### config.mk
export PLATFORM = sky130hd
export DESIGN_NAME = ingress_fifo_flat
export DESIGN_NICKNAME = d
export VERILOG_FILES = /design/src/rtl/switch_pkg.sv /design/src/rtl/ingress_fifo_if.sv /design/src/rtl/fifo_mem.sv /design/src/rtl/ingress_fifo.sv /design/src/flat_wrapper.sv
export SDC_FILE = /design/constraint.sdc
export NUM_CORES = 1
export LEC_CHECK = 0
export ABC_CLOCK_PERIOD_IN_PS = 3700
export BUFFER_PORTS_ARGS = -buffer_cell sky130_fd_sc_hd__buf_2
export CAP_MARGIN = 10
export CELL_PAD_IN_SITES_DETAIL_PLACEMENT = 0
export CELL_PAD_IN_SITES_GLOBAL_PLACEMENT = 1
export CORE_AREA = 2 2 121 123
export CTS_CLUSTER_DIAMETER = 80
export DETAILED_ROUTE_END_ITERATION = 12
export DIE_AREA = 0 0 123 125
export GPL_TIMING_DRIVEN = 1
export PLACE_DENSITY_LB_ADDON = 0.1
export SLEW_MARGIN = 20
export SYNTH_ARGS = -nofsm -noshare
export SYNTH_HDL_FRONTEND = slang
export SYNTH_SLANG_ARGS = --single-unit
### constraint.sdc
create_clock -name clk -period 3.7 [get_ports clk]
set_input_delay 0.185 -clock clk [delete_from_list [all_inputs] [get_ports clk]]
set_output_delay 0.185 -clock clk [all_outputs]
set_load 0.05 [all_outputs]
### src/rtl/switch_pkg.sv
// Shared switch definitions: destination port encoding carried in word bits [1:0]
// and the default datapath width used by the ingress queues.
package switch_pkg;

    localparam int PORT_W = 2;

    typedef logic [PORT_W-1:0] port_id_t;

    localparam port_id_t PORT_NONE = 2'b00;
    localparam port_id_t PORT_1    = 2'b01;
    localparam port_id_t PORT_2    = 2'b10;
    localparam port_id_t PORT_3    = 2'b11;

    localparam int DEFAULT_DATA_W = 8;

endpackage

### src/rtl/ingress_fifo_if.sv
// Write/read bus between a switch input, its ingress queue and the output scheduler.
// drop_cnt is carried only when INGRESS_FIFO_STATS_EN is defined.
interface ingress_fifo_if
    import switch_pkg::*;
#(
    parameter int DATA_W = DEFAULT_DATA_W,
    parameter int DEPTH  = 16
);

    logic                   wrreq;
    logic [DATA_W-1:0]      wrdata;
    logic                   full;
    logic                   almost_full;
    logic                   rdreq;
    logic [DATA_W-1:0]      q;
    logic                   empty;
    logic [$clog2(DEPTH):0] usedw;
`ifdef INGRESS_FIFO_STATS_EN
    logic [15:0]            drop_cnt;

    modport master (output wrreq, wrdata, rdreq,
                    input  full, almost_full, q, empty, usedw, drop_cnt);
    modport slave  (input  wrreq, wrdata, rdreq,
                    output full, almost_full, q, empty, usedw, drop_cnt);
`else
    modport master (output wrreq, wrdata, rdreq,
                    input  full, almost_full, q, empty, usedw);
    modport slave  (input  wrreq, wrdata, rdreq,
                    output full, almost_full, q, empty, usedw);
`endif

endinterface

### src/rtl/fifo_mem.sv
// DEPTH x DATA_W simple dual-port storage: synchronous write, asynchronous read, no reset.
module fifo_mem #(
    parameter int DATA_W = 8,
    parameter int DEPTH  = 16,
    parameter int AW     = $clog2(DEPTH)
) (
    input  logic              clk,
    input  logic              we,
    input  logic [AW-1:0]     waddr,
    input  logic [DATA_W-1:0] wdata,
    input  logic [AW-1:0]     raddr,
    output logic [DATA_W-1:0] rdata
);

    logic [DATA_W-1:0] mem_r [DEPTH];

    // Storage write port
    always_ff @(posedge clk) begin
        if (we) begin
            mem_r[waddr] <= wdata;
        end
    end

    assign rdata = mem_r[raddr];

endmodule

### src/rtl/ingress_fifo.sv
// Show-ahead per-port ingress queue feeding the output scheduler; all outputs registered.
// Optional drop statistics counter enabled by INGRESS_FIFO_STATS_EN.
module ingress_fifo
    import switch_pkg::*;
#(
    parameter int DATA_W    = DEFAULT_DATA_W,
    parameter int DEPTH     = 16,
    parameter int AF_MARGIN = 2
) (
    input  logic          clk,
    input  logic          rst_n,
    ingress_fifo_if.slave bus
);

    localparam int AW = $clog2(DEPTH);
    localparam int PW = AW + 1;
    localparam logic [PW-1:0] DEPTH_P = PW'(DEPTH);
    localparam logic [PW-1:0] AF_P    = PW'(AF_MARGIN);

    logic [PW-1:0]     wr_ptr_r, rd_ptr_r, usedw_r;
    logic [PW-1:0]     wr_ptr_s, rd_ptr_s, usedw_s;
    logic              full_r, empty_r, af_r;
    logic              full_s, empty_s, af_s;
    logic              wr_en_s, rd_en_s;
    logic [DATA_W-1:0] q_r, q_s, rd_data_s;

    // The memory is read at the post-update head so q can be registered.
    fifo_mem #(.DATA_W(DATA_W), .DEPTH(DEPTH), .AW(AW)) u_mem (
        .clk   (clk),
        .we    (wr_en_s),
        .waddr (wr_ptr_r[AW-1:0]),
        .wdata (bus.wrdata),
        .raddr (rd_ptr_s[AW-1:0]),
        .rdata (rd_data_s)
    );

    // Next-state pointers, flags and head word
    always_comb begin
        wr_en_s = bus.wrreq && !full_r;
        rd_en_s = bus.rdreq && !empty_r;
        if (wr_en_s) begin
            wr_ptr_s = wr_ptr_r + PW'(1);
        end else begin
            wr_ptr_s = wr_ptr_r;
        end
        if (rd_en_s) begin
            rd_ptr_s = rd_ptr_r + PW'(1);
        end else begin
            rd_ptr_s = rd_ptr_r;
        end
        usedw_s = wr_ptr_s - rd_ptr_s;
        empty_s = (wr_ptr_s == rd_ptr_s);
        full_s  = (wr_ptr_s[AW-1:0] == rd_ptr_s[AW-1:0]) && (wr_ptr_s[AW] != rd_ptr_s[AW]);
        af_s    = (DEPTH_P - usedw_s) <= AF_P;
        // A write landing on the new head only happens when it is the sole entry: forward it.
        if (empty_s) begin
            q_s = {DATA_W{1'b0}};
        end else if (wr_en_s && (wr_ptr_r[AW-1:0] == rd_ptr_s[AW-1:0])) begin
            q_s = bus.wrdata;
        end else begin
            q_s = rd_data_s;
        end
    end

    // Pointer and status registers
    always_ff @(posedge clk) begin
        if (!rst_n) begin
            wr_ptr_r <= {PW{1'b0}};
            rd_ptr_r <= {PW{1'b0}};
            usedw_r  <= {PW{1'b0}};
            empty_r  <= 1'b1;
            full_r   <= 1'b0;
            af_r     <= 1'b0;
            q_r      <= {DATA_W{1'b0}};
        end else begin
            wr_ptr_r <= wr_ptr_s;
            rd_ptr_r <= rd_ptr_s;
            usedw_r  <= usedw_s;
            empty_r  <= empty_s;
            full_r   <= full_s;
            af_r     <= af_s;
            q_r      <= q_s;
        end
    end

    assign bus.q           = q_r;
    assign bus.empty       = empty_r;
    assign bus.full        = full_r;
    assign bus.almost_full = af_r;
    assign bus.usedw       = usedw_r;

`ifdef INGRESS_FIFO_STATS_EN
    logic [15:0] drop_cnt_r;

    // Saturating count of writes rejected because the queue was full
    always_ff @(posedge clk) begin
        if (!rst_n) begin
            drop_cnt_r <= 16'h0000;
        end else if (bus.wrreq && full_r && (drop_cnt_r != 16'hFFFF)) begin
            drop_cnt_r <= drop_cnt_r + 16'h0001;
        end else begin
            drop_cnt_r <= drop_cnt_r;
        end
    end

    assign bus.drop_cnt = drop_cnt_r;
`endif

endmodule
### src/flat_wrapper.sv
// flat-port wrapper written by rule: the top's interface ports become plain ports
module ingress_fifo_flat import switch_pkg::*;
#(
    parameter int DATA_W    = DEFAULT_DATA_W,
    parameter int DEPTH     = 16,
    parameter int AF_MARGIN = 2
)
  (clk, rst_n, bus_wrreq, bus_wrdata, bus_rdreq, bus_full, bus_almost_full, bus_q, bus_empty, bus_usedw);
  ingress_fifo_if #(.DATA_W(DATA_W), .DEPTH(DEPTH)) bus_i ();
  input  logic clk;
  input  logic rst_n;
  input wire logic [$bits(bus_i.wrreq)-1:0] bus_wrreq;
  input wire logic [$bits(bus_i.wrdata)-1:0] bus_wrdata;
  input wire logic [$bits(bus_i.rdreq)-1:0] bus_rdreq;
  output wire logic [$bits(bus_i.full)-1:0] bus_full;
  output wire logic [$bits(bus_i.almost_full)-1:0] bus_almost_full;
  output wire logic [$bits(bus_i.q)-1:0] bus_q;
  output wire logic [$bits(bus_i.empty)-1:0] bus_empty;
  output wire logic [$bits(bus_i.usedw)-1:0] bus_usedw;
  assign bus_i.wrreq = bus_wrreq;
  assign bus_i.wrdata = bus_wrdata;
  assign bus_i.rdreq = bus_rdreq;
  assign bus_full = bus_i.full;
  assign bus_almost_full = bus_i.almost_full;
  assign bus_q = bus_i.q;
  assign bus_empty = bus_i.empty;
  assign bus_usedw = bus_i.usedw;
  ingress_fifo #(.DATA_W(DATA_W), .DEPTH(DEPTH), .AF_MARGIN(AF_MARGIN)) u_core (.clk(clk), .rst_n(rst_n), .bus(bus_i));
endmodule
== Yosys cells after proc, flatten, opt, wreduce, memory -nomap -nowiden ==
Memories as Yosys holds them, arrays and structs flattened. A register that Yosys moved wholly into a read port is not among the register bits.
Index checks and enable logic that the tools add are counted.
Word-level totals
  flip-flop bits (word level): 18
  memory bits (writable): 128
  output and inout port bits: 16
  memories: 1
Operators by class
  add/subtract/negate cells: 4
  order comparisons: 1
  equality and inequality tests: 3
  muxes and demuxes: 4
  bitwise operators: 1
  reduce and logical (&&, ||, !) cells: 6
Memory list
  u_core.u_mem.mem_r: words 16, bits a word 8, read ports 1, clocked after memory_dff 1, wr ports 1, RTL line fifo_mem.sv:15  | logic [DATA_W-1:0] mem_r [DEPTH];
Operators by type and width (number)
  5-bit by 1-bit adder with 5-bit output, second input constant: 2
  5-bit two-way mux: 2
  5-bit == test: 1
  5-bit by 2-bit <= comparator with 1-bit output, second input constant: 1
  5-bit subtractor: 1
  5-bit subtractor, first input constant: 1
  4-bit == test: 1
  1-bit logical AND: 3
  1-bit zero test: 2
  1-bit two-way mux: 2
  2-bit OR reduction: 1
  1-bit inequality test: 1
  1-bit NOT: 1

== Depth between registers and ports, before layout ==
  depth in word-level cells: 6
  depth in mapped cells: 13
  gate-level depth less buffers: 11

== By module ==
Synthesis repeated with hierarchy kept, for this count alone.
Second synthesis, totals
  cell total of the unflattened synthesis: 347
  area total of the unflattened synthesis: 6248.5 sq um
By module, submodules not included
  fifo_mem: instances 1, cells an instance 221, area an instance 4987.3 sq um, sequential area each 3843.7 sq um
  ingress_fifo: instances 1, cells an instance 126, area an instance 1261.2 sq um, sequential area each 520.5 sq um

== Least setup slack after synthesis ==
OpenSTA, ideal clock, no wires.
  path type: register to register
  start point: reg u_core.empty_r, in the netlist u_core.bus.empty
  end point: reg u_core.af_r, in the netlist u_core.bus.almost_full
  setup time: 0.063 ns
  arrival: 3.445 ns
  required time: 3.637 ns
  slack: 0.192 ns
  stages on the path, launching flop included: 14
  cell sequence: dfxtp_1 > nor2b_1 > buf_6 > xnor2_2 > buf_2 > inv_1 > ha_1 > xor2_2 > ha_1 > inv_1 > o211ai_1 > or4b_1 > or4_1 > nand3_1
Between the ends
  longest elaborated chain between the ends: 6
RTL lines
  from (decl): RTL line ingress_fifo.sv:22  | logic full_r, empty_r, af_r;
  from (signal assigned): RTL line ingress_fifo.sv:79  | empty_r <= empty_s;
  1-bit zero test: RTL line ingress_fifo.sv:40  | rd_en_s = bus.rdreq && !empty_r;
  1-bit logical AND: RTL line ingress_fifo.sv:40
  5-bit two-way mux: RTL line ingress_fifo.sv:46  | if (rd_en_s) begin
  via u_core.rd_ptr_s[0]: RTL line ingress_fifo.sv:21  | logic [PW-1:0] wr_ptr_s, rd_ptr_s, usedw_s;
  5-bit subtractor: RTL line ingress_fifo.sv:51  | usedw_s = wr_ptr_s - rd_ptr_s;
  5-bit subtractor: RTL line ingress_fifo.sv:54  | af_s = (DEPTH_P - usedw_s) <= AF_P;
  5-bit by 2-bit <= comparator with 1-bit output: RTL line ingress_fifo.sv:54
  to (signal assigned): RTL line ingress_fifo.sv:81  | af_r <= af_s;
  to (decl): RTL line ingress_fifo.sv:22
The timed path passes the listed nets, and every way through them passes these cells.
A chain may end at the register's enable or synchronous reset.

== Final worst setup path ==
  start point: reg u_core.wr_ptr_r[0]
  end point: reg u_core.af_r, in the netlist u_core.bus.almost_full
Between the ends
  longest elaborated chain between the ends: 5
RTL lines
  from (decl): RTL line ingress_fifo.sv:20  | logic [PW-1:0] wr_ptr_r, rd_ptr_r, usedw_r;
  from (signal assigned): RTL line ingress_fifo.sv:68  | wr_ptr_r <= {PW{1'b0}};
  from (signal assigned): RTL line ingress_fifo.sv:76  | wr_ptr_r <= wr_ptr_s;
  5-bit by 1-bit adder with 5-bit output: RTL line ingress_fifo.sv:42  | wr_ptr_s = wr_ptr_r + PW'(1);
  5-bit two-way mux (*): RTL line ingress_fifo.sv:41  | if (wr_en_s) begin
  5-bit subtractor (*): RTL line ingress_fifo.sv:51
  5-bit subtractor (*): RTL line ingress_fifo.sv:54
  5-bit by 2-bit <= comparator with 1-bit output (*): RTL line ingress_fifo.sv:54
Mark *: on every way between the ends. The rest lies on a longest branch, timed or not.

==> metrics <==
Clock Tree Root clkbuf_16; post-cts sizing count 0; Final TNS setup 0 ns; grt ovf 0; Initial Util 44.0%; hold slack 0.162 ns; Die Ht about 130 um; min Tclk post-route 2.98 ns; full die area around 0.015 mm2; # IOs 28; multi-input logic area ~0.0018 mm2; initial antenna violation count 0; GP Congestion 0.743; hold depth 3; DRT iter0 DRCs between 200 and 250; Synth cell types 45; pwr dens 606 mW/mm2; CTS Buf Count 17; vias post-DR 3081; clock tree buffer depth 2; Fillers 1203; reg-to-reg startpoint u_core.wr_ptr_r[0]; I/O Buffers 27; asr flop ratio synth 0%; top_reg_cell synth edfxtp_1; slowest cell delay on critical path 0.47 ns; fin nets ~400; largest net degree at the start of global routing 34; period utilisation layout roughly 80%; CTS tree built; Max Clock Skew ~0.014 ns; All-Layer GR Usage a little under a fifth; Mapped Area 0.00625 mm2; Final ANT Viol Nets 0; CP Max Fanout 6; f_max roughly 340 MHz; post-route core utilization ~50%; CTS clock-pin slew for the worst setup and hold paths 0.06 ns; final WL approximately 13 mm; status completed; CP arrival around 3.3 ns; Final Max Tran Viols 0; Tightest Pin Transition ~1.1 ns; min-delay worst type in2reg; Syn Inst Count about 350; ant diodes 0; Worst Min Path Start rst_n; Setup crit end kind flip-flop; Reg2Reg Depth 11; Max-slew headroom ~29%; R2R setup slack 0.72 ns; RSZ-0062 raised after global routing false; row cnt 44; Die X-Extent around 120 um; Max IR drop VDD about 0.31 mV; Static Leak between 2 and 2.5 nW; CTS sink count around 150; Post-CTS Hold Fix Bufs 0; fraction of layout cells with a size suffix above 1 29.7%; Core Area approximately 0.014 mm2; Worst Hold End u_core.bus.full; Max-cap violations 0; Synth warnings 0; Seq/Total Area, Yosys about 70%; Remaining DRCs 0; Clock Latency Late Sink approximately 0.42 ns; H-tree level count 4; CP Cell Sequence inv_1, ha_1, mux2i_4, xnor2_2, xor2_2, ha_1, inv_1, o211ai_1, or4b_1, or4_1, nand3_1; Fin. Hold Viols 0; final setup fails 0; R2R Path End u_core.bus.almost_full; vias in the first global route 3151; syn nets 368; CP Class reg2reg; Syn Area/Cell roughly 18 um2; DP HPWL between 7 and 8 mm; Area growth, synth to finish 14.6%; FF+latch count, synth around 150; Post-synth EDFFs ~130; crit path launch type flip-flop; DR pass1 iterations 4; number of setup buffers added after CTS 0; DR WL/cell between 20 and 25 um; first-pass GRT wire length 19.3 mm; vias per std cell 5.27; Reg area 0.00436 mm2; Worst path slowest cell dfxtp_1; Req. time, crit path 4.06 ns
## power by group
part | switching, mW | leakage (nW) | internal [mW]
sequential | 0.0326 | 1.37 | 1.94
combinational | 0.469 | 0.869 | 0.328
clock | 0.660 | 0.260 | 0.916
## how the worst max path moves through the flow
stage,endpoint,start,depth (start not counted)
detailed placement,u_core.bus.almost_full,u_core.wr_ptr_r[0],11
finish,u_core.bus.almost_full,u_core.wr_ptr_r[0],11
global route,u_core.bus.almost_full,u_core.wr_ptr_r[0],11
floorplan,u_core.bus.almost_full,u_core.bus.empty,13
global placement,u_core.bus.almost_full,u_core.wr_ptr_r[0],11
CTS,u_core.bus.almost_full,u_core.wr_ptr_r[0],11
## cell usage in the layout (no fill, tap or decap), drive strengths merged, types with 9 or more instances in the layout
master  instances
dfxtp          26
nor2           16
nor2b           9
o21ai          11
xnor2          11
clkbuf         19
ha              9
edfxtp        128
buf            38
mux4           32
mux2i          10
mux2            9
nand2          14
## through the flow
step                      total power [mW]  area [um2]  instances  setup WS, ns
after global placement                2.81        6630        553         0.818
after global routing                  4.53        7170        585         0.523
after floorplan                       2.61        6250        347         0.192
after CTS                             4.40        7170        585         0.698
after detailed placement              2.82        6630        553         0.726
final                                 4.35        7170        585         0.716
## state kept, by name (all words and copies together) (netlist names)
signal                  count
u_core.u_mem.mem_r        128
u_core.wr_ptr_r             5
u_core.rd_ptr_r             5
u_core.bus.q                8
u_core.bus.almost_full      1
u_core.bus.usedw            5
u_core.bus.empty            1
u_core.bus.full             1
## area by class of cell
| type | count | area share (%) |
|---|---|---|
| clock buffers | 19 | 6.04 |
| inverters | 5 | 0.262 |
| flip-flops and latches | 154 | 60.9 |
| multi-input cells | 172 | 25.1 |
| well taps | 184 | 3.21 |
| repair buffers | 38 | 3.04 |
| clock inverters | 13 | 1.45 |
## synthesized netlist by cell type, types with 5 or more instances
| master | n | share of area, % |
|---|---|---|
| a22o_1 | 8 | 1.1 |
| and2_1 | 5 | 0.50 |
| clkbuf_1 | 8 | 0.48 |
| dfxtp_1 | 26 | 8.3 |
| edfxtp_1 | 128 | 61 |
| ha_1 | 9 | 1.8 |
| mux2_2 | 9 | 1.6 |
| mux2i_1 | 8 | 1.3 |
| mux4_2 | 32 | 12 |
| nand2_1 | 14 | 0.84 |
| nor2_1 | 16 | 0.96 |
| nor2b_1 | 9 | 0.90 |
| nor3_1 | 6 | 0.48 |
| o21ai_0 | 10 | 0.80 |
| xnor2_1 | 9 | 1.3 |
| xor2_1 | 7 | 0.98 |
## routing by layer
metal  share of wire (%)  wire, um  global-route usage (%)  vias to the layer above
met5                   0         0                       0                        -
li1                    -         -                       -                     1435
met3                 3.5       440                    5.38                       10
met4                 1.1       133                    5.21                        0
met2                  49      6170                    27.9                       56
met1                  46      5790                    25.0                     1580
## worst max-delay path, delay by kind of cell (launching register included)
| kind | cells | cell delay [ns] |
|---|---|---|
| compound gates | 1 | 0.11 |
| flops | 1 | 0.47 |
| mux | 1 | 0.20 |
| xor+xnor | 2 | 0.40 |
| fa+ha+maj | 2 | 0.61 |
| simple gates | 3 | 0.96 |
| buf+inv | 2 | 0.16 |
## kinds of logic after synthesis
group,after synthesis,synth area share (%)
adders and majority gates,10,1.98
muxes,51,15.0
DFF,154,69.8
AOI/OAI and AO/OA,26,2.78
and+or+nand+nor,66,5.66
xor gates and xnor gates,19,3.02
buffers and inverters,21,1.74
No activity file was read; power rests on OpenSTA's default activity.
